`src/rtl/hazard_ctrl_if.sv`:
```
// Pipeline-to-hazard-unit signal bundle: D/E/M operand and destination
// fields in, stall controls and mult/div status out.
interface hazard_ctrl_if;
  logic [4:0]  D_rs_addr;
  logic [4:0]  D_rt_addr;
  logic [1:0]  D_rs_tuse;
  logic [1:0]  D_rt_tuse;
  logic [4:0]  E_wa;
  logic [4:0]  M_wa;
  logic [1:0]  E_tnew;
  logic [1:0]  M_tnew;
  logic        D_md_use;
  logic [1:0]  E_md_start;
  logic        stall;
  logic        PC_en;
  logic        D_en;
  logic        E_clr;
  logic        md_busy;
  logic [31:0] stall_cnt;

  modport master (
    output D_rs_addr, D_rt_addr, D_rs_tuse, D_rt_tuse,
    output E_wa, M_wa, E_tnew, M_tnew, D_md_use, E_md_start,
    input  stall, PC_en, D_en, E_clr, md_busy, stall_cnt
  );

  modport slave (
    input  D_rs_addr, D_rt_addr, D_rs_tuse, D_rt_tuse,
    input  E_wa, M_wa, E_tnew, M_tnew, D_md_use, E_md_start,
    output stall, PC_en, D_en, E_clr, md_busy, stall_cnt
  );
endinterface

```
`src/rtl/hazard_ctrl.sv`:
```
// Tuse/Tnew stall detection plus mult/div busy tracking for a 5-stage MIPS pipe.
// Optional stall statistics counter enabled by defining HAZARD_STATS_EN.
module hazard_ctrl #(
  parameter int MULT_CYC = 5,
  parameter int DIV_CYC  = 10
) (
  input logic          clk,
  input logic          reset,
  hazard_ctrl_if.slave bus
);

  localparam int MAX_CYC = (MULT_CYC > DIV_CYC) ? MULT_CYC : DIV_CYC;
  localparam int CNT_W   = (MAX_CYC > 1) ? $clog2(MAX_CYC) : 1;

  typedef enum logic [1:0] {
    IDLE = 2'd0,
    MULT = 2'd1,
    DIV  = 2'd2
  } md_state_e;

  typedef enum logic [1:0] {
    MD_NONE = 2'b00,
    MD_MULT = 2'b01,
    MD_DIV  = 2'b10,
    MD_RSVD = 2'b11
  } md_op_e;

  md_state_e        state;
  logic [CNT_W-1:0] cnt;
  logic             md_busy_q;
  md_op_e           md_op;
  logic             md_issue;
  logic             rs_stall;
  logic             rt_stall;
  logic             md_stall;
  logic             stall;

  // A source stalls when its producer in E or M will not have the value
  // ready by the time this instruction needs it; $0 never carries a value.
  function automatic logic src_stall(
    input logic [4:0] addr,
    input logic [1:0] tuse,
    input logic [4:0] e_wa,
    input logic [1:0] e_tnew,
    input logic [4:0] m_wa,
    input logic [1:0] m_tnew
  );
    return (tuse != 2'd3) && (addr != 5'd0) &&
           (((e_wa == addr) && (e_tnew > tuse)) ||
            ((m_wa == addr) && (m_tnew > tuse)));
  endfunction

  assign md_op    = md_op_e'(bus.E_md_start);
  assign md_issue = (md_op == MD_MULT) || (md_op == MD_DIV);

  assign rs_stall = src_stall(bus.D_rs_addr, bus.D_rs_tuse,
                              bus.E_wa, bus.E_tnew, bus.M_wa, bus.M_tnew);
  assign rt_stall = src_stall(bus.D_rt_addr, bus.D_rt_tuse,
                              bus.E_wa, bus.E_tnew, bus.M_wa, bus.M_tnew);
  assign md_stall = bus.D_md_use && (md_busy_q || md_issue);
  assign stall    = rs_stall || rt_stall || md_stall;

  assign bus.stall   = stall;
  assign bus.PC_en   = ~stall;
  assign bus.D_en    = ~stall;
  assign bus.E_clr   = stall;
  assign bus.md_busy = md_busy_q;

  // A new issue always (re)loads the counter, so an issue while busy
  // restarts the unit for the new operation.
  // NOTE: state registers use non-blocking assignments so every flop
  // samples pre-edge values regardless of statement order.
  always_ff @(posedge clk) begin
    if (reset) begin
      state     <= IDLE;
      cnt       <= '0;
      md_busy_q <= 1'b0;
    end else if (md_op == MD_MULT) begin
      state     <= MULT;
      cnt       <= CNT_W'(MULT_CYC - 1);
      md_busy_q <= 1'b1;
    end else if (md_op == MD_DIV) begin
      state     <= DIV;
      cnt       <= CNT_W'(DIV_CYC - 1);
      md_busy_q <= 1'b1;
    end else if (state != IDLE) begin
      if (cnt == '0) begin
        state     <= IDLE;
        md_busy_q <= 1'b0;
      end else begin
        cnt <= cnt - 1'b1;
      end
    end
  end

`ifdef HAZARD_STATS_EN
  logic [31:0] stall_cnt_q;

  always_ff @(posedge clk) begin
    if (reset) begin
      stall_cnt_q <= '0;
    end else if (stall && (stall_cnt_q != 32'hFFFF_FFFF)) begin
      stall_cnt_q <= stall_cnt_q + 32'd1;
    end
  end

  assign bus.stall_cnt = stall_cnt_q;
`else
  assign bus.stall_cnt = '0;
`endif

endmodule

```
`src/flat_wrapper.sv`:
```
// flat-port wrapper written by rule: the top's interface ports become plain ports
module hazard_ctrl_flat 
#(
  parameter int MULT_CYC = 5,
  parameter int DIV_CYC  = 10
)
  (clk, reset, bus_D_rs_addr, bus_D_rt_addr, bus_D_rs_tuse, bus_D_rt_tuse, bus_E_wa, bus_M_wa, bus_E_tnew, bus_M_tnew, bus_D_md_use, bus_E_md_start, bus_stall, bus_PC_en, bus_D_en, bus_E_clr, bus_md_busy, bus_stall_cnt);
  hazard_ctrl_if bus_i ();
  input logic clk;
  input logic reset;
  input wire logic [$bits(bus_i.D_rs_addr)-1:0] bus_D_rs_addr;
  input wire logic [$bits(bus_i.D_rt_addr)-1:0] bus_D_rt_addr;
  input wire logic [$bits(bus_i.D_rs_tuse)-1:0] bus_D_rs_tuse;
  input wire logic [$bits(bus_i.D_rt_tuse)-1:0] bus_D_rt_tuse;
  input wire logic [$bits(bus_i.E_wa)-1:0] bus_E_wa;
  input wire logic [$bits(bus_i.M_wa)-1:0] bus_M_wa;
  input wire logic [$bits(bus_i.E_tnew)-1:0] bus_E_tnew;
  input wire logic [$bits(bus_i.M_tnew)-1:0] bus_M_tnew;
  input wire logic [$bits(bus_i.D_md_use)-1:0] bus_D_md_use;
  input wire logic [$bits(bus_i.E_md_start)-1:0] bus_E_md_start;
  output wire logic [$bits(bus_i.stall)-1:0] bus_stall;
  output wire logic [$bits(bus_i.PC_en)-1:0] bus_PC_en;
  output wire logic [$bits(bus_i.D_en)-1:0] bus_D_en;
  output wire logic [$bits(bus_i.E_clr)-1:0] bus_E_clr;
  output wire logic [$bits(bus_i.md_busy)-1:0] bus_md_busy;
  output wire logic [$bits(bus_i.stall_cnt)-1:0] bus_stall_cnt;
  assign bus_i.D_rs_addr = bus_D_rs_addr;
  assign bus_i.D_rt_addr = bus_D_rt_addr;
  assign bus_i.D_rs_tuse = bus_D_rs_tuse;
  assign bus_i.D_rt_tuse = bus_D_rt_tuse;
  assign bus_i.E_wa = bus_E_wa;
  assign bus_i.M_wa = bus_M_wa;
  assign bus_i.E_tnew = bus_E_tnew;
  assign bus_i.M_tnew = bus_M_tnew;
  assign bus_i.D_md_use = bus_D_md_use;
  assign bus_i.E_md_start = bus_E_md_start;
  assign bus_stall = bus_i.stall;
  assign bus_PC_en = bus_i.PC_en;
  assign bus_D_en = bus_i.D_en;
  assign bus_E_clr = bus_i.E_clr;
  assign bus_md_busy = bus_i.md_busy;
  assign bus_stall_cnt = bus_i.stall_cnt;
  hazard_ctrl #(.MULT_CYC(MULT_CYC), .DIV_CYC(DIV_CYC)) u_core (.clk(clk), .reset(reset), .bus(bus_i));
endmodule
```
`config.mk`:
```
export PLATFORM = sky130hd
export DESIGN_NAME = hazard_ctrl_flat
export DESIGN_NICKNAME = d
export VERILOG_FILES = /design/src/rtl/hazard_ctrl_if.sv /design/src/rtl/hazard_ctrl.sv /design/src/flat_wrapper.sv
export SDC_FILE = /design/constraint.sdc
export NUM_CORES = 1
export LEC_CHECK = 0
export ABC_AREA = 0
export ABC_CLOCK_PERIOD_IN_PS = 2350
export CORE_MARGIN = 2
export CORE_UTILIZATION = 28
export DETAILED_ROUTE_END_ITERATION = 8
export RECOVER_POWER = 50
export SLEW_MARGIN = 15
export SYNTH_ARGS = -nofsm -noshare
export SYNTH_HDL_FRONTEND = slang
export SYNTH_SLANG_ARGS = --single-unit
```
`constraint.sdc`:
```
create_clock -name clk -period 2.35 [get_ports clk]
set_input_delay 0.47 -clock clk [delete_from_list [all_inputs] [get_ports clk]]
set_output_delay 0.47 -clock clk [all_outputs]
set_load 0.005 [all_outputs]
```
==> results by group <==
Run status
  – Outcome: complete, but fails checks
  – Failing checks: negative setup slack

Critical path
  – Reg2reg start: u_core.cnt[0]
  – Critical Path Sink Type: output port
  – Req. time, crit path: 1.88 ns
  – CP startpoint kind: input pin
  – Reg2Reg Setup Slack: 0.59 ns
  – Worst-path maximum fanout: 2
  – Data arrival, critical path: roughly 1.9 ns
  – Setup CP Type: input pin to output port
  – CP startpoint: bus_D_rt_tuse[1]

Clock network
  – Worst skew pair latency: between 0.2 and 0.25 ns
  – Clock transition at path regs: approximately 0.040 ns
  – CTS tree: yes
  – Sink Count: 7
  – H-tree level count: 1
  – Max Buffers Root-to-Sink: 2
  – Root Driver: clkbuf_8
  – Cts hold-fix bufs: 0
  – TritonCTS Buffers: 3

Yosys
  – Cell Area, Synth: approximately 1100 um2
  – Mapped Cells: 135
  – Synth top area share: 0.235
  – Top cells by count, synth: buf_4, xnor2_1, ha_1, inv_1, dfxtp_1
  – Synth async-reset ratio: 0
  – Synth area leaders: buf_4, ha_1, xnor2_1, dfxtp_1, xor2_1
  – Cell taking the most area after synthesis: buf_4
  – Avg Cell Area, Syn: 8.05 um2
  – Synth Register Bits: 7
  – Cell variety after synth: 28
  – Most frequent cell after synthesis: buf_4
  – Sequential-to-total area share from yosys stat: 0.129
  – Number of flops mapped to enable cells by yosys: 0
  – Ys flop type: dfxtp_1
  – Warnings, synthesis: 0

Final layout
  – Final core utilization: 0.448
  – Final net count: 232
  – Ant diodes: 0
  – Layout cell share with drive strength beyond 1: 0.376
  – Area growth syn-to-layout: 52.0%
  – Non-Filler Instances: about 230

STA
  – Slew margin rel.: 0.639
  – Final hold violations: 0
  – Slew of the pin with the lowest slew margin: approximately 0.54 ns
  – Setup_tns: -0.00216 ns
  – Max Slew Vio Count: 0
  – Setup ws final: -0.00138 ns
  – F_max: between 400 and 500 MHz
  – Tmin final: 2.35 ns
  – Post-Route Skew: around 0.00062 ns
  – Hold slack: 0.529 ns
  – RSZ-0062 raised after global routing: true
  – Final setup vio count: 2
  – Period utilisation layout: 1.00

Floorplan
  – Full die area: 4400 um2
  – Die Height: about 66 um
  – FP Rows: 22
  – Core area: between 3000 and 4000 um2
  – Chip width: about 66 um
  – Initial core utilization: 0.295
  – IO Pins: 70

Route
  – Total number of vias: about 940
  – WL per Instance: 11.0 um
  – Post-route DRC: 0
  – Pre-antenna DRT Iters: 4
  – Final wirelength: 2570 um
  – Vias per cell: about 4
  – Post-route ant nets: 0
  – Initial DRC Count: 10

Global route
  – First-pass GRT wire length: approximately 4100 um
  – Grt ovf: 0
  – Pin count of the biggest net entering global routing: 8
  – Initial antenna violation count: 0
  – Vias in the first global route: ~920
  – Overall routing resource usage: 0.119

Place
  – Input/output buffers: 37
  – Placed insts: 227
  – Final HPWL DP: 2040 um
  – Routability cong.: about 0.8

Pwr
  – Pleak: a little over 0.7 nW
  – Pwr per Cell Area: roughly 350 nW/um2
  – Max IR drop VDD: approximately 130 uV
  – Tot Pwr: just under 0.6 mW

Worst hold path
  – Worst Min Path Start: u_core.state[1]
  – HP Class: flip-flop to flip-flop

Job
  – Max_cap viols: 0
## worst max-delay path: stages
cell      delay (ns)
buf_6           0.10
inv_4           0.07
ha_4            0.21
nand2_2         0.07
nand4_1         0.13
nor4_2          0.37
o221ai_4        0.15
and3_4          0.21
buf_6           0.11
## cell usage in the layout, fill, tap and decap left out, drive strengths merged, types with 3 or more instances in the layout
| cell type | instances |
|---|---|
| conb | 32 |
| buf | 23 |
| xnor2 | 17 |
| clkbuf | 15 |
| inv | 12 |
| ha | 12 |
| dlygate4sd2 | 7 |
| dfxtp | 7 |
| xor2 | 6 |
| nor2 | 6 |
| o21ai | 6 |
| a21oi | 5 |
| nand2 | 5 |
| clkdlybuf4s50 | 4 |
| clkdlybuf4s15 | 4 |
| nor4 | 4 |
| nand3 | 3 |
## report_power, final
part	total [mW]	internal (mW)	leakage (nW)	switching (mW)
sequential	0.137	0.129	0.0576	0.00739
clock	0.167	0.117	0.0228	0.0496
combinational	0.281	0.143	0.641	0.138
total	0.584	0.389	0.722	0.195
## routing by layer
layer  vias up  track usage  wire length [um]
met5         -            0                 0
met4         0       0.0306                 0
li1        492            -                 -
met1       412        0.155              1150
met3         0       0.0221               132
met2        35        0.200              1290
## cell families after synthesis
kind of cell | count (synthesis) | share of synthesized area
flip-flops | 7 | 0.129
AO/OA/AOI/OAI | 18 | 0.123
other | 1 | 0.00345
AND/OR/NAND/NOR | 28 | 0.145
buffers and inverters | 46 | 0.276
adder cells (fa/ha/maj) | 12 | 0.138
XOR/XNOR | 23 | 0.185
## flip-flops by register name (all words and copies together), names as in the netlist
signal / flops
u_core.bus.md_busy: 1
u_core.state: 2
u_core.cnt: 4
## per-stage QoR
| step | setup WS, ns | cell area, um2 |
|---|---|---|
| 2_1_floorplan | 0.137 | 1200 |
| 3_3_place_gp | -0.816 | 1450 |
| 3_5_place_dp | -0.840 | 1450 |
| 4_1_cts | 0.00116 | 1620 |
| 5_1_grt | -0.0426 | 1650 |
| 6_report | -0.00138 | 1650 |
## cell type report
class	instances	area, um2
Clock buffer	4	45.0
Multi-Input combinational cell	113	965
Inverter	12	50.0
Tap cell	48	60.1
Sequential cell	7	140
Timing Repair Buffer	50	393
Fill cell	384	2040
## timing repair
item,CTS,global route
endpoints found under the hold margin,0,0
buffers inserted,2,1
pin swaps,21,22
gates resized for setup,93,44
setup endpoints to repair,4,4
## final timing paths
| check | endpoint | cells past startpoint |
|---|---|---|
| worst max-delay path | bus_D_en | 9 |
| worst min-delay path | u_core.state[1] | 2 |
| worst max register to register | u_core.cnt[3] | 7 |
| worst min register to register | u_core.state[1] | 2 |
Note: power is estimated with default switching activity, not from simulation.
